==> src/rtl/truth_table_sweeper.sv <==
// Drives all eight {a,b,c} vectors into the lab logic and captures {x,y} per vector into table_out; STEP_DIV+1 cycles per vector in auto mode.
// Manual stepping via step_btn edge (no backpressure; pulses outside WAIT are dropped); define SWEEPER_DEBOUNCE_EN for a synchronized, debounced button.
module truth_table_sweeper #(
  parameter int unsigned STEP_DIV   = 100000000,
  parameter int unsigned DEB_CYCLES = 1000000
) (
  input  logic        clk,
  input  logic        rst_n,
  input  logic        start,
  input  logic        mode_auto,
  input  logic        step_btn,
  input  logic        x_in,
  input  logic        y_in,
  output logic        a,
  output logic        b,
  output logic        c,
  output logic [2:0]  vec_idx,
  output logic [15:0] table_out,
  output logic        busy,
  output logic        done
);

  localparam int CNT_W = $clog2(STEP_DIV);
  localparam logic [CNT_W-1:0] CNT_LAST = CNT_W'(STEP_DIV - 1);
  // Out-of-range parameters leave the sweeper inert rather than misbehaving.
  localparam bit PARAMS_OK = (STEP_DIV >= 2) && (DEB_CYCLES >= 1);

  typedef enum logic [1:0] {
    ST_IDLE,
    ST_SETTLE,
    ST_WAIT,
    ST_DONE
  } state_t;

  state_t       state_q, state_d;
  logic [2:0]   vec_q, vec_d;
  logic [15:0]  tbl_q, tbl_d;
  logic [CNT_W-1:0] dwell_q;
  logic         btn_rise;
  logic         auto_fire;
  logic         advance;

`ifdef SWEEPER_DEBOUNCE_EN
  localparam int DEB_W = $clog2(DEB_CYCLES + 1);

  logic             btn_s1, btn_s2, btn_deb, btn_prev;
  logic [DEB_W-1:0] deb_cnt;

  // Conditioned level only follows the synchronized input after DEB_CYCLES identical samples.
  always_ff @(posedge clk) begin
    if (!rst_n) begin
      btn_s1   <= 1'b0;
      btn_s2   <= 1'b0;
      btn_deb  <= 1'b0;
      btn_prev <= 1'b0;
      deb_cnt  <= '0;
    end else begin
      btn_s1   <= step_btn;
      btn_s2   <= btn_s1;
      btn_prev <= btn_deb;
      if (btn_s2 == btn_deb) begin
        deb_cnt <= '0;
      end else if (deb_cnt == DEB_W'(DEB_CYCLES - 1)) begin
        btn_deb <= btn_s2;
        deb_cnt <= '0;
      end else begin
        deb_cnt <= deb_cnt + 1'b1;
      end
    end
  end

  assign btn_rise = btn_deb & ~btn_prev;
`else
  logic btn_prev;

  always_ff @(posedge clk) begin
    if (!rst_n) begin
      btn_prev <= 1'b0;
    end else begin
      btn_prev <= step_btn;
    end
  end

  assign btn_rise = step_btn & ~btn_prev;
`endif

  assign auto_fire = mode_auto && (dwell_q == CNT_LAST);
  assign advance   = PARAMS_OK && (mode_auto ? auto_fire : btn_rise);

  // Dwell counter idles at zero outside WAIT so every vector gets a full STEP_DIV dwell.
  always_ff @(posedge clk) begin
    if (!rst_n) begin
      dwell_q <= '0;
    end else if (state_q != ST_WAIT || !mode_auto || auto_fire) begin
      dwell_q <= '0;
    end else begin
      dwell_q <= dwell_q + 1'b1;
    end
  end

  always_ff @(posedge clk) begin
    if (!rst_n) begin
      state_q <= ST_IDLE;
      vec_q   <= '0;
      tbl_q   <= '0;
    end else begin
      state_q <= state_d;
      vec_q   <= vec_d;
      tbl_q   <= tbl_d;
    end
  end

  always_comb begin
    state_d = state_q;
    vec_d   = vec_q;
    tbl_d   = tbl_q;
    case (state_q)
      ST_IDLE, ST_DONE: begin
        if (start) begin
          tbl_d   = '0;
          vec_d   = '0;
          state_d = ST_SETTLE;
        end
      end
      ST_SETTLE: begin
        state_d = ST_WAIT;
      end
      ST_WAIT: begin
        if (advance) begin
          tbl_d[{vec_q, 1'b0} +: 2] = {x_in, y_in};
          if (vec_q == 3'd7) begin
            state_d = ST_DONE;
          end else begin
            vec_d   = vec_q + 3'd1;
            state_d = ST_SETTLE;
          end
        end
      end
      default: begin
        state_d = ST_IDLE;
      end
    endcase
  end

  assign {a, b, c}  = vec_q;
  assign vec_idx    = vec_q;
  assign table_out  = tbl_q;
  assign busy       = (state_q == ST_SETTLE) || (state_q == ST_WAIT);
  assign done       = (state_q == ST_DONE);

endmodule

==> config.mk <==
export PLATFORM = sky130hd
export DESIGN_NAME = truth_table_sweeper
export DESIGN_NICKNAME = d
export VERILOG_FILES = /design/src/rtl/truth_table_sweeper.sv
export SDC_FILE = /design/constraint.sdc
export NUM_CORES = 1
export LEC_CHECK = 0
export BUFFER_PORTS_ARGS = -buffer_cell sky130_fd_sc_hd__buf_4
export CORE_ASPECT_RATIO = 0.9
export CORE_MARGIN = 1
export CORE_UTILIZATION = 40
export DETAILED_ROUTE_END_ITERATION = 16
export HOLD_SLACK_MARGIN = 0.03
export PLACE_DENSITY = 0.56
export SLEW_MARGIN = 20
export SYNTH_ARGS = -nofsm -noshare
export SYNTH_HDL_FRONTEND = slang
export SYNTH_SLANG_ARGS = --single-unit
==> constraint.sdc <==
create_clock -name clk -period 2.46 [get_ports clk]
set_clock_uncertainty 0.1 [all_clocks]
set_input_delay 0.369 -clock clk [delete_from_list [all_inputs] [get_ports clk]]
set_output_delay 0.369 -clock clk [all_outputs]
set_load 0.005 [all_outputs]
==> metrics.md, run 1 <==
| Metric | Value |
|---|---|
| DRC | 0 |
| DIE AREA | 0.00647 sq mm |
| Syn-to-layout area delta | 17.7% |
| Setup TNS Final | 0 ns |
| Final setup margin | 0.142 ns |
| # setup viols final | 0 |
| Worst R2R Start | dwell_q[8] |
| CTS Sinks | 49 |
| I/O pin count | 31 |
| Drt via density | 5.15 |
| Library cells used by synthesis | 49 |
| Final Hold Fails | 0 |
| Crit path DAT | 2.42 ns |
| Max Cap Viol | 0 |
| DP Area | 0.00276 sq mm |
| Multi-input logic area | 0.00134 sq mm |
| Synth Area in Compound Gates | 0.127 |
| Most common cell after layout, fill and taps aside | dfxtp_1 |
| CTS max path bufs | 2 |
| Mapped Area | 0.00246 sq mm |
| CP Capture Type | flip-flop |
| Status | complete, no violations |
| Largest net degree at the start of global routing | 28 |
| Final nets | 331 |
| Worst Hold Path EP | btn_prev |
| Post-Synth XOR/XNOR Area | 0.0889 |
| GP Congestion | 0.791 |
| RSZ-0062 raised after global routing | no |
| Routed vias | 1986 |
| WL per Instance | 13.8 um |
| Multiplexer share of the synthesized area | 0.00407 |
| Cell area after layout | 0.00290 sq mm |
| Die W | 84.7 um |
| Synth Area in Adders | 0.0457 |
| Final Slew Violations | 0 |
| Die H | 76.4 um |
| Clk slew on worst S/H paths | 0.10 ns |
| Detailed Place HPWL | 3860 um |
| CTS root buffer | clkbuf_8 |
| Slew HR | 0.669 |
| GR Overflow Total | 0 |
| Async SR Flop Fraction | 0 |
| Insertion delay to the later sink of the worst-skew pair | 0.31 ns |
| Reg2reg setup slack | 0.14 ns |
| Actual slew at the worst max-slew pin | 0.497 ns |
| Worst vdd ir | 364 uV |
| DP Worst Slack | 0.152 ns |
| Critical path required time | 2.56 ns |
| Post-Syn Instances | 281 |
| Part of the cycle the worst path needs | 0.942 |
| Power Dens Cells | 594 mW/mm^2 |
| Resized Gates After CTS | 0 |
| Largest family of logic cells by synthesized area | simple AND/OR/NAND/NOR gates |
| Post-CTS setup buffers | 0 |
| Maximum clock frequency | 431 MHz |
| Worst hold path type | primary input to flip-flop |
| First-pass DRT Iterations | 6 |
| WHS Path Cells | 2 |
| Initial Util | 0.425 |
| CORE AREA | 0.00579 sq mm |
| Post-route antenna net violation count | 0 |
| Minimum clock period after layout | 2.32 ns |
| Most frequent cells in the layout | dfxtp_1, buf_4, nor2_1 |
| Hold_sp | step_btn |
| Reg area | 981 sq um |
| Reg2reg end | table_out[14] |
| CTS tree | done |
| Share of cells above drive strength 1 | 0.190 |
| Flops & latches, synth | 49 |
| Simple-gate portion of the synthesized area | 0.279 |
| # hold bufs at CTS | 0 |
| N_diodes | 0 |
| Syn nets | 297 |
| Fill cells | 555 |
| Worst reg2reg path depth | 5 |
| Critical path peak fanout | 9 |
| Placement row count | 26 |
| Maximum level of the CTS H-tree | 2 |
| Post-synth EDFFs | 0 |
| IO Port Bufs | 30 |
| Post-Syn Area per Cell | 8.76 sq um |
| Initial DRC count | 124 |
| Crit start category | flip-flop |
| WS Path Type | flip-flop to flip-flop |
| Yosys warns | 0 |
| Number of global-route vias before repair | 1900 |
| WL final | 5350 um |
| Initial antenna violation count | 0 |
| Clock buffer count from CTS | 5 |
| Gr usage total | 0.180 |
| Pleak | 1.03 nW |
| Post-synthesis sequential area ratio | 0.398 |
| First-pass GRT wire length | 9200 um |
| Primary FF master, synth | dfxtp_1 |
[sequential cells by signal, summed over array words and instances (netlist names)]
name and flops:
table_out 16, state_q 2, dwell_q 27, btn_prev 1, vec_idx 3
[cells in the mapped netlist, types with 2 or more instances]
library cell | count | area [sq um]
a21boi_0 | 3 | 22.5
a21o_1 | 3 | 22.5
a21oi_1 | 6 | 30.0
a31o_2 | 2 | 17.5
a32o_1 | 2 | 20.0
and3_1 | 3 | 18.8
and4_1 | 2 | 17.5
buf_2 | 3 | 15.0
buf_4 | 3 | 22.5
buf_6 | 2 | 22.5
clkbuf_1 | 2 | 7.51
dfxtp_1 | 49 | 981
ha_1 | 9 | 113
inv_1 | 13 | 48.8
nand2_1 | 26 | 97.6
nand3_1 | 14 | 70.1
nand3b_1 | 2 | 15.0
nand4_1 | 7 | 43.8
nand4_4 | 2 | 42.5
nor2_1 | 36 | 135
nor2b_1 | 3 | 18.8
nor3_1 | 7 | 35.0
nor4_1 | 7 | 43.8
o211ai_1 | 5 | 37.5
o21ai_0 | 17 | 85.1
o22ai_1 | 4 | 25.0
or3_1 | 3 | 18.8
or4b_1 | 2 | 20.0
xnor2_1 | 19 | 166
xor2_1 | 6 | 52.6
[metal layers]
metal,wire length (um),up-vias,global-route usage,part of all wire
met4,81,0,0.0661,0.015
met2,1990,42,0.249,0.37
met1,3030,884,0.272,0.57
li1,-,1053,-,-
met3,245,7,0.0347,0.046
met5,0,-,0,0
[logic make-up (layout without fill, tap and decap cells)]
family          count (synthesis)  in the layout
fa+ha+maj                       9              9
flops                          49             49
simple gates                  125            125
xor+xnor                       25             25
mux                             1              1
buf+inv                        25             60
compound gates                 47             47
[final cells by class]
type | instances | area share
repair buffers | 39 | 0.105
multi-input cells | 207 | 0.463
inverters | 13 | 0.0168
flip-flops and latches | 49 | 0.339
clock inverters | 3 | 0.0225
clock buffers | 5 | 0.0237
well taps | 70 | 0.0302
[critical path, stage by stage (launching register included)]
cell and delay [ns]:
dfxtp_1 0.37, or4_4 0.56, nor4_4 0.41, a41oi_2 0.34, a21oi_1 0.30, o22ai_1 0.13
[metrics by stage]
| step | util | total power [mW] | hold WS, ns | instances |
|---|---|---|---|---|
| floorplan | - | 0.985 | 0.326 | 281 |
| global placement | 0.477 | 1.05 | 0.342 | 378 |
| detailed placement | 0.477 | 1.05 | 0.355 | 378 |
| CTS | 0.500 | 1.73 | 0.157 | 386 |
| global route | 0.500 | 1.79 | 0.155 | 386 |
| finish | 0.500 | 1.72 | 0.163 | 386 |
[worst max path at each step]
stage,startpoint,endpoint,slack (ns)
floorplan,dwell_q[8],vec_idx[1],0.30
CTS,dwell_q[8],vec_idx[1],0.15
detailed placement,mode_auto,vec_idx[1],0.15
global placement,mode_auto,vec_idx[1],0.17
finish,dwell_q[8],table_out[14],0.14
global route,dwell_q[8],vec_idx[1],0.01
[power breakdown]
group          total [mW]  switching, mW  internal [mW]
Sequential          0.808        0.00625          0.801
Combinational       0.223          0.138         0.0851
Clock               0.689          0.285          0.404
Total                1.72          0.429           1.29
Note: power is estimated with default switching activity, not from simulation.
==> inputs of run 2 (changes only) <==
CORE_ASPECT_RATIO = 1.2   (was 0.9)
SLEW_MARGIN = default   (was 20)
==> metrics.md, run 2 (synthesis results as in run 1) <==
| Metric | Value |
|---|---|
| Status | complete, no violations |
| Clk slew on worst S/H paths | 0.09 ns (about the same) |
| First-pass DRT Iterations | 4 (-2) |
| Flip-flop count of the largest register after layout | 27 (unchanged) |
| Largest net degree at the start of global routing | 28 (unchanged) |
| Post-CTS setup buffers | 0 (unchanged) |
| GP Congestion | 0.776 (-1.9%) |
| Final nets | 331 (unchanged) |
| # setup viols final | 0 (unchanged) |
| WL final | 5300 um (-0.92%) |
| Slew HR | 0.657 (-0.0119) |
| Crit path max-delay family | simple AND/OR/NAND/NOR gates |
| Most frequent cells in the layout | dfxtp_1, buf_4, nor2_1 |
| Part of the cycle the worst path needs | 0.951 (+0.00854) |
| Post-route antenna net violation count | 0 (unchanged) |
| Layout Cells excl Fill | 396 (+2.6%) |
| CTS Sinks | 49 (unchanged) |
| Maximum level of the CTS H-tree | 2 (unchanged) |
| Reg2reg end | vec_idx[1] |
| WHS Path Cells | 2 (unchanged) |
| Worst hold path type | primary input to flip-flop |
| Actual slew at the worst max-slew pin | 0.514 ns (+0.0165 ns) |
| CTS root buffer | clkbuf_8 |
| Largest Register | dwell_q |
| Hold Slack | 0.173 ns (+0.00985 ns) |
| N_diodes | 0 (unchanged) |
| Power Dens Cells | 564 mW/mm^2 (-5.0%) |
| CORE AREA | 0.00578 sq mm (-0.17%) |
| Routed vias | 2034 (+2.4%) |
| Placement row count | 30 (+15%) |
| Worst R2R Start | dwell_q[8] |
| Minimum clock period after layout | 2.34 ns (+0.0210 ns) |
| Clock buffer count from CTS | 5 (unchanged) |
| Drt via density | 5.14 (-0.17%) |
| Crit start category | flip-flop |
| Maximum clock frequency | 428 MHz (-0.90%) |
| First-pass GRT wire length | 8890 um (-3.4%) |
| CP Capture Type | flip-flop |
| Final Hold Fails | 0 (unchanged) |
| WL per Instance | 13.4 um (-3.4%) |
| Die W | 73.6 um (-13%) |
| Initial antenna violation count | 0 (unchanged) |
| Final Slew Violations | 0 (unchanged) |
| Buffers and inverters on the worst path | 0 (unchanged) |
| Slowest-stage cell, CP | or4_4 |
| Worst Hold Path EP | btn_prev |
| Crit path DAT | 2.44 ns (+0.02 ns) |
| Inst Count DP | 388 (+2.6%) |
| Setup TNS Final | 0 ns (unchanged) |
| Reg2reg setup slack | 0.12 ns (-0.02 ns) |
| CTS tree | done |
| Worst reg2reg path depth | 5 (unchanged) |
| CP Launch Point | dwell_q[8] |
| Most common cell after layout, fill and taps aside | dfxtp_1 |
| Critical path peak fanout | 6 (-3) |
| Syn-to-layout area delta | 18.1% |
| Insertion delay to the later sink of the worst-skew pair | 0.30 ns (about the same) |
| Max stage delay on crit path | 0.56 ns (about the same) |
| Hold_sp | step_btn |
| Pleak | 1.02 nW (-1.1%) |
| Initial DRC count | 85 (-31%) |
| Die H | 88.0 um (+15%) |
| GR Overflow Total | 0 (unchanged) |
| CP cell instances | or4_4 -> nor4_4 -> a21oi_2 -> a211o_1 -> a32o_1 |
| CTS max path bufs | 2 (unchanged) |
| Critical path required time | 2.57 ns (about the same) |
| Initial Util | 0.426 (+0.000736) |
| WS Path Type | flip-flop to flip-flop |
| Detailed Place HPWL | 3880 um (+0.49%) |
| Gr usage total | 0.179 (-0.000579) |
| DIE AREA | 0.00648 sq mm (about the same) |
| Core Util, Final | 0.503 (+0.00260) |
| Share of cells above drive strength 1 | 0.190 (unchanged) |
| Max Cap Viol | 0 (unchanged) |
| DRC | 0 (unchanged) |
| I/O pin count | 31 (unchanged) |
| Number of global-route vias before repair | 1906 (+0.32%) |
| Worst vdd ir | 216 uV (-41%) |
| RSZ-0062 raised after global routing | no |
| Pwr Total | 1.64 mW (-4.7%) |
| IO Port Bufs | 30 (unchanged) |
-- run 2: changes by cell type in the layout (fill, tap and decap cells not counted) --
cell / change
clkbuf_8: +1
a41oi_2: -1
bufinv_16: -1
a41oi_4: +1
clkinv_2: -1
clkinvlp_4: +1
-- run 2: how the worst max path moves through the flow --
| stage | endpoint | slack (ns) | cells after the start |
|---|---|---|---|
| 2_1_floorplan | vec_idx[1] | 0.30 | 5 |
| 3_3_place_gp | table_out[14] | 0.13 | 6 |
| 3_5_place_dp | vec_idx[1] | 0.11 | 6 |
| 4_1_cts | vec_idx[1] | 0.13 | 5 |
| 5_1_grt | vec_idx[2] | 0.01 | 5 |
| 6_report | vec_idx[1] | 0.12 | 5 |
-- run 2: stage by stage --
step,instance area (sq um),worst slack (ns)
final,2910,0.121
after global routing,2910,0.0110
after CTS,2900,0.131
after detailed placement,2780,0.113
after global placement,2780,0.132
after floorplan,2460,0.296
-- run 2: cell type report --
class / instances / area [sq um]
inverters: 13 / 48.8
well taps: 80 / 100
flip-flops and latches: 49 / 981
repair buffers: 39 / 305
clock buffers: 6 / 82.6
multi-input cells: 207 / 1350
fillers: 598 / 2870
clock inverters: 2 / 37.5
-- run 2: repair_timing --
item	4_1_cts	5_1_grt
gates resized for setup	0	1
hold buffers	0	0
setup endpoints to repair	0	1
hold endpoints to repair	0	0
-- run 2: power breakdown --
part / internal [mW] / switching (mW) / leakage, nW / total, mW
Sequential: 0.801 / 0.00610 / 0.395 / 0.807
Combinational: 0.0862 / 0.139 / 0.565 / 0.225
Clock: 0.331 / 0.276 / 0.0574 / 0.607
Total: 1.22 / 0.421 / 1.02 / 1.64
-- run 2: routing by layer --
| metal | vias to the layer above | GRT usage | wire length [um] |
|---|---|---|---|
| li1 | 1050 | - | - |
| met3 | 6 | 0.0311 | 116 |
| met1 | 957 | 0.207 | 2340 |
| met2 | 21 | 0.330 | 2770 |
| met4 | 0 | 0.0577 | 70 |
| met5 | - | 0 | 0 |
==> inputs of run 3 (changes only) <==
MAX_ROUTING_LAYER = met4   (was default)
==> metrics.md, run 3 (synthesis results as in run 1) <==
| Metric | Value |
|---|---|
| Multi-input logic area | 0.00135 sq mm (unchanged) |
| Actual slew at the worst max-slew pin | 0.532 ns (+0.0181 ns) |
| Setup TNS Final | 0 ns (unchanged) |
| First-pass DRT Iterations | 4 (unchanged) |
| Routed vias | 2045 (+0.54%) |
| Maximum level of the CTS H-tree | 2 (unchanged) |
| First-pass GRT wire length | 8880 um (about the same) |
| Core Util, Final | 0.503 (unchanged) |
| Maximum clock frequency | 428 MHz (about the same) |
| Critical path required time | 2.56 ns (about the same) |
| Slowest-stage cell, CP | or4_4 |
| Crit path DAT | 2.44 ns (about the same) |
| CP Capture Type | flip-flop |
| RSZ-0062 raised after global routing | no |
| Cell area after layout | 0.00291 sq mm (unchanged) |
| Slew HR | 0.645 (-0.0121) |
| CTS tree | done |
| Reg area | 981 sq um (unchanged) |
| CTS max path bufs | 2 (unchanged) |
| N_diodes | 0 (unchanged) |
| DP Worst Slack | 0.113 ns (unchanged) |
| Max Cap Viol | 0 (unchanged) |
| Share of cells above drive strength 1 | 0.190 (unchanged) |
| Syn-to-layout area delta | 18.1% (unchanged) |
| # setup viols final | 0 (unchanged) |
| Gr usage total | 0.185 (+0.00556) |
| GP Congestion | 0.787 (+1.4%) |
| Initial Util | 0.426 (unchanged) |
| Critical path peak fanout | 6 (unchanged) |
| Post-route antenna net violation count | 0 (unchanged) |
| CP cell instances | or4_4 -> nor4_4 -> a21oi_2 -> a211o_1 -> a32o_1 |
| DP Area | 0.00278 sq mm (unchanged) |
| CTS Sinks | 49 (unchanged) |
| CORE AREA | 0.00578 sq mm (unchanged) |
| Die W | 73.6 um (unchanged) |
| IO Port Bufs | 30 (unchanged) |
| Hold_sp | step_btn |
| DRC | 0 (unchanged) |
| Inst Count DP | 388 (unchanged) |
| WL per Instance | 13.4 um (about the same) |
| Clk slew on worst S/H paths | 0.09 ns (about the same) |
| WS Path Type | flip-flop to flip-flop |
| Layout Cells excl Fill | 396 (unchanged) |
| Die H | 88.0 um (unchanged) |
| Placement row count | 30 (unchanged) |
| Largest Register | dwell_q |
| Max stage delay on crit path | 0.56 ns (about the same) |
| Insertion delay to the later sink of the worst-skew pair | 0.30 ns (about the same) |
| Status | complete, no violations |
| CP Launch Point | dwell_q[8] |
| Part of the cycle the worst path needs | 0.950 (about the same) |
| I/O pin count | 31 (unchanged) |
| Most frequent cells in the layout | dfxtp_1, buf_4, nor2_1 |
| Final setup margin | 0.122 ns (+0.000973 ns) |
| Drt via density | 5.16 (+0.54%) |
| Crit start category | flip-flop |
| Most common cell after layout, fill and taps aside | dfxtp_1 |
| Number of global-route vias before repair | 1911 (+0.26%) |
| Pwr Total | 1.64 mW (-0.22%) |
| Worst hold path type | primary input to flip-flop |
| WL final | 5300 um (about the same) |
| Final Hold Fails | 0 (unchanged) |
| Initial antenna violation count | 0 (unchanged) |
| Clock buffer count from CTS | 5 (unchanged) |
| Post-CTS setup buffers | 0 (unchanged) |
| Largest net degree at the start of global routing | 28 (unchanged) |
| CTS root buffer | clkbuf_8 |
| Pleak | 1.02 nW (unchanged) |
| Worst vdd ir | 217 uV (+0.14%) |
| Initial DRC count | 76 (-11%) |
| GR Overflow Total | 0 (unchanged) |
| Hold Slack | 0.173 ns (-0.0000700 ns) |
| Power Dens Cells | 563 mW/mm^2 (-0.22%) |
| Worst R2R Start | dwell_q[8] |
| Detailed Place HPWL | 3880 um (unchanged) |
| Minimum clock period after layout | 2.34 ns (-0.000973 ns) |
| Final nets | 331 (unchanged) |
| Final Slew Violations | 0 (unchanged) |
| Buffers and inverters on the worst path | 0 (unchanged) |
| DIE AREA | 0.00648 sq mm (unchanged) |
| Flip-flop count of the largest register after layout | 27 (unchanged) |
| Crit path max-delay family | simple AND/OR/NAND/NOR gates |
| Fill cells | 598 (unchanged) |
-- run 3: path summary, 6_finish.rpt --
kind	end	slack (ns)	depth (start not counted)
max	vec_idx[1]	0.12	5
min	btn_prev	0.17	2
max reg2reg	vec_idx[1]	0.12	5
min reg2reg	dwell_q[0]	0.36	1
-- run 3: report_power, final --
part           total, mW  internal, mW  switching [mW]
logic              0.224        0.0862           0.138
registers          0.807         0.801         0.00609
clock network      0.604         0.331           0.273
-- run 3: what timing repair did --
item	CTS	global route
resized for setup	0	1
setup endpoints to repair	0	1
hold buffers	0	0
-- run 3: layer usage --
layer,up-vias,share of wire,GRT usage
met3,6,0.021,0.0311
li1,1050,-,-
met2,23,0.53,0.334
met5,-,0,-
met1,966,0.44,0.204
met4,0,0.013,0.0577
-- run 3: cell type report --
class / count / area share
sequential: 49 / 0.337
clock inverter: 2 / 0.0129
multi-input combinational: 207 / 0.465
timing repair buffer: 39 / 0.105
inverter: 13 / 0.0168
tap: 80 / 0.0344
clock buffer: 6 / 0.0284
-- run 3: worst register-to-register path: stages (launching register included) --
cell	delay [ns]
dfxtp_1	0.36
or4_4	0.56
nor4_4	0.45
a21oi_2	0.17
a211o_1	0.34
a32o_1	0.26
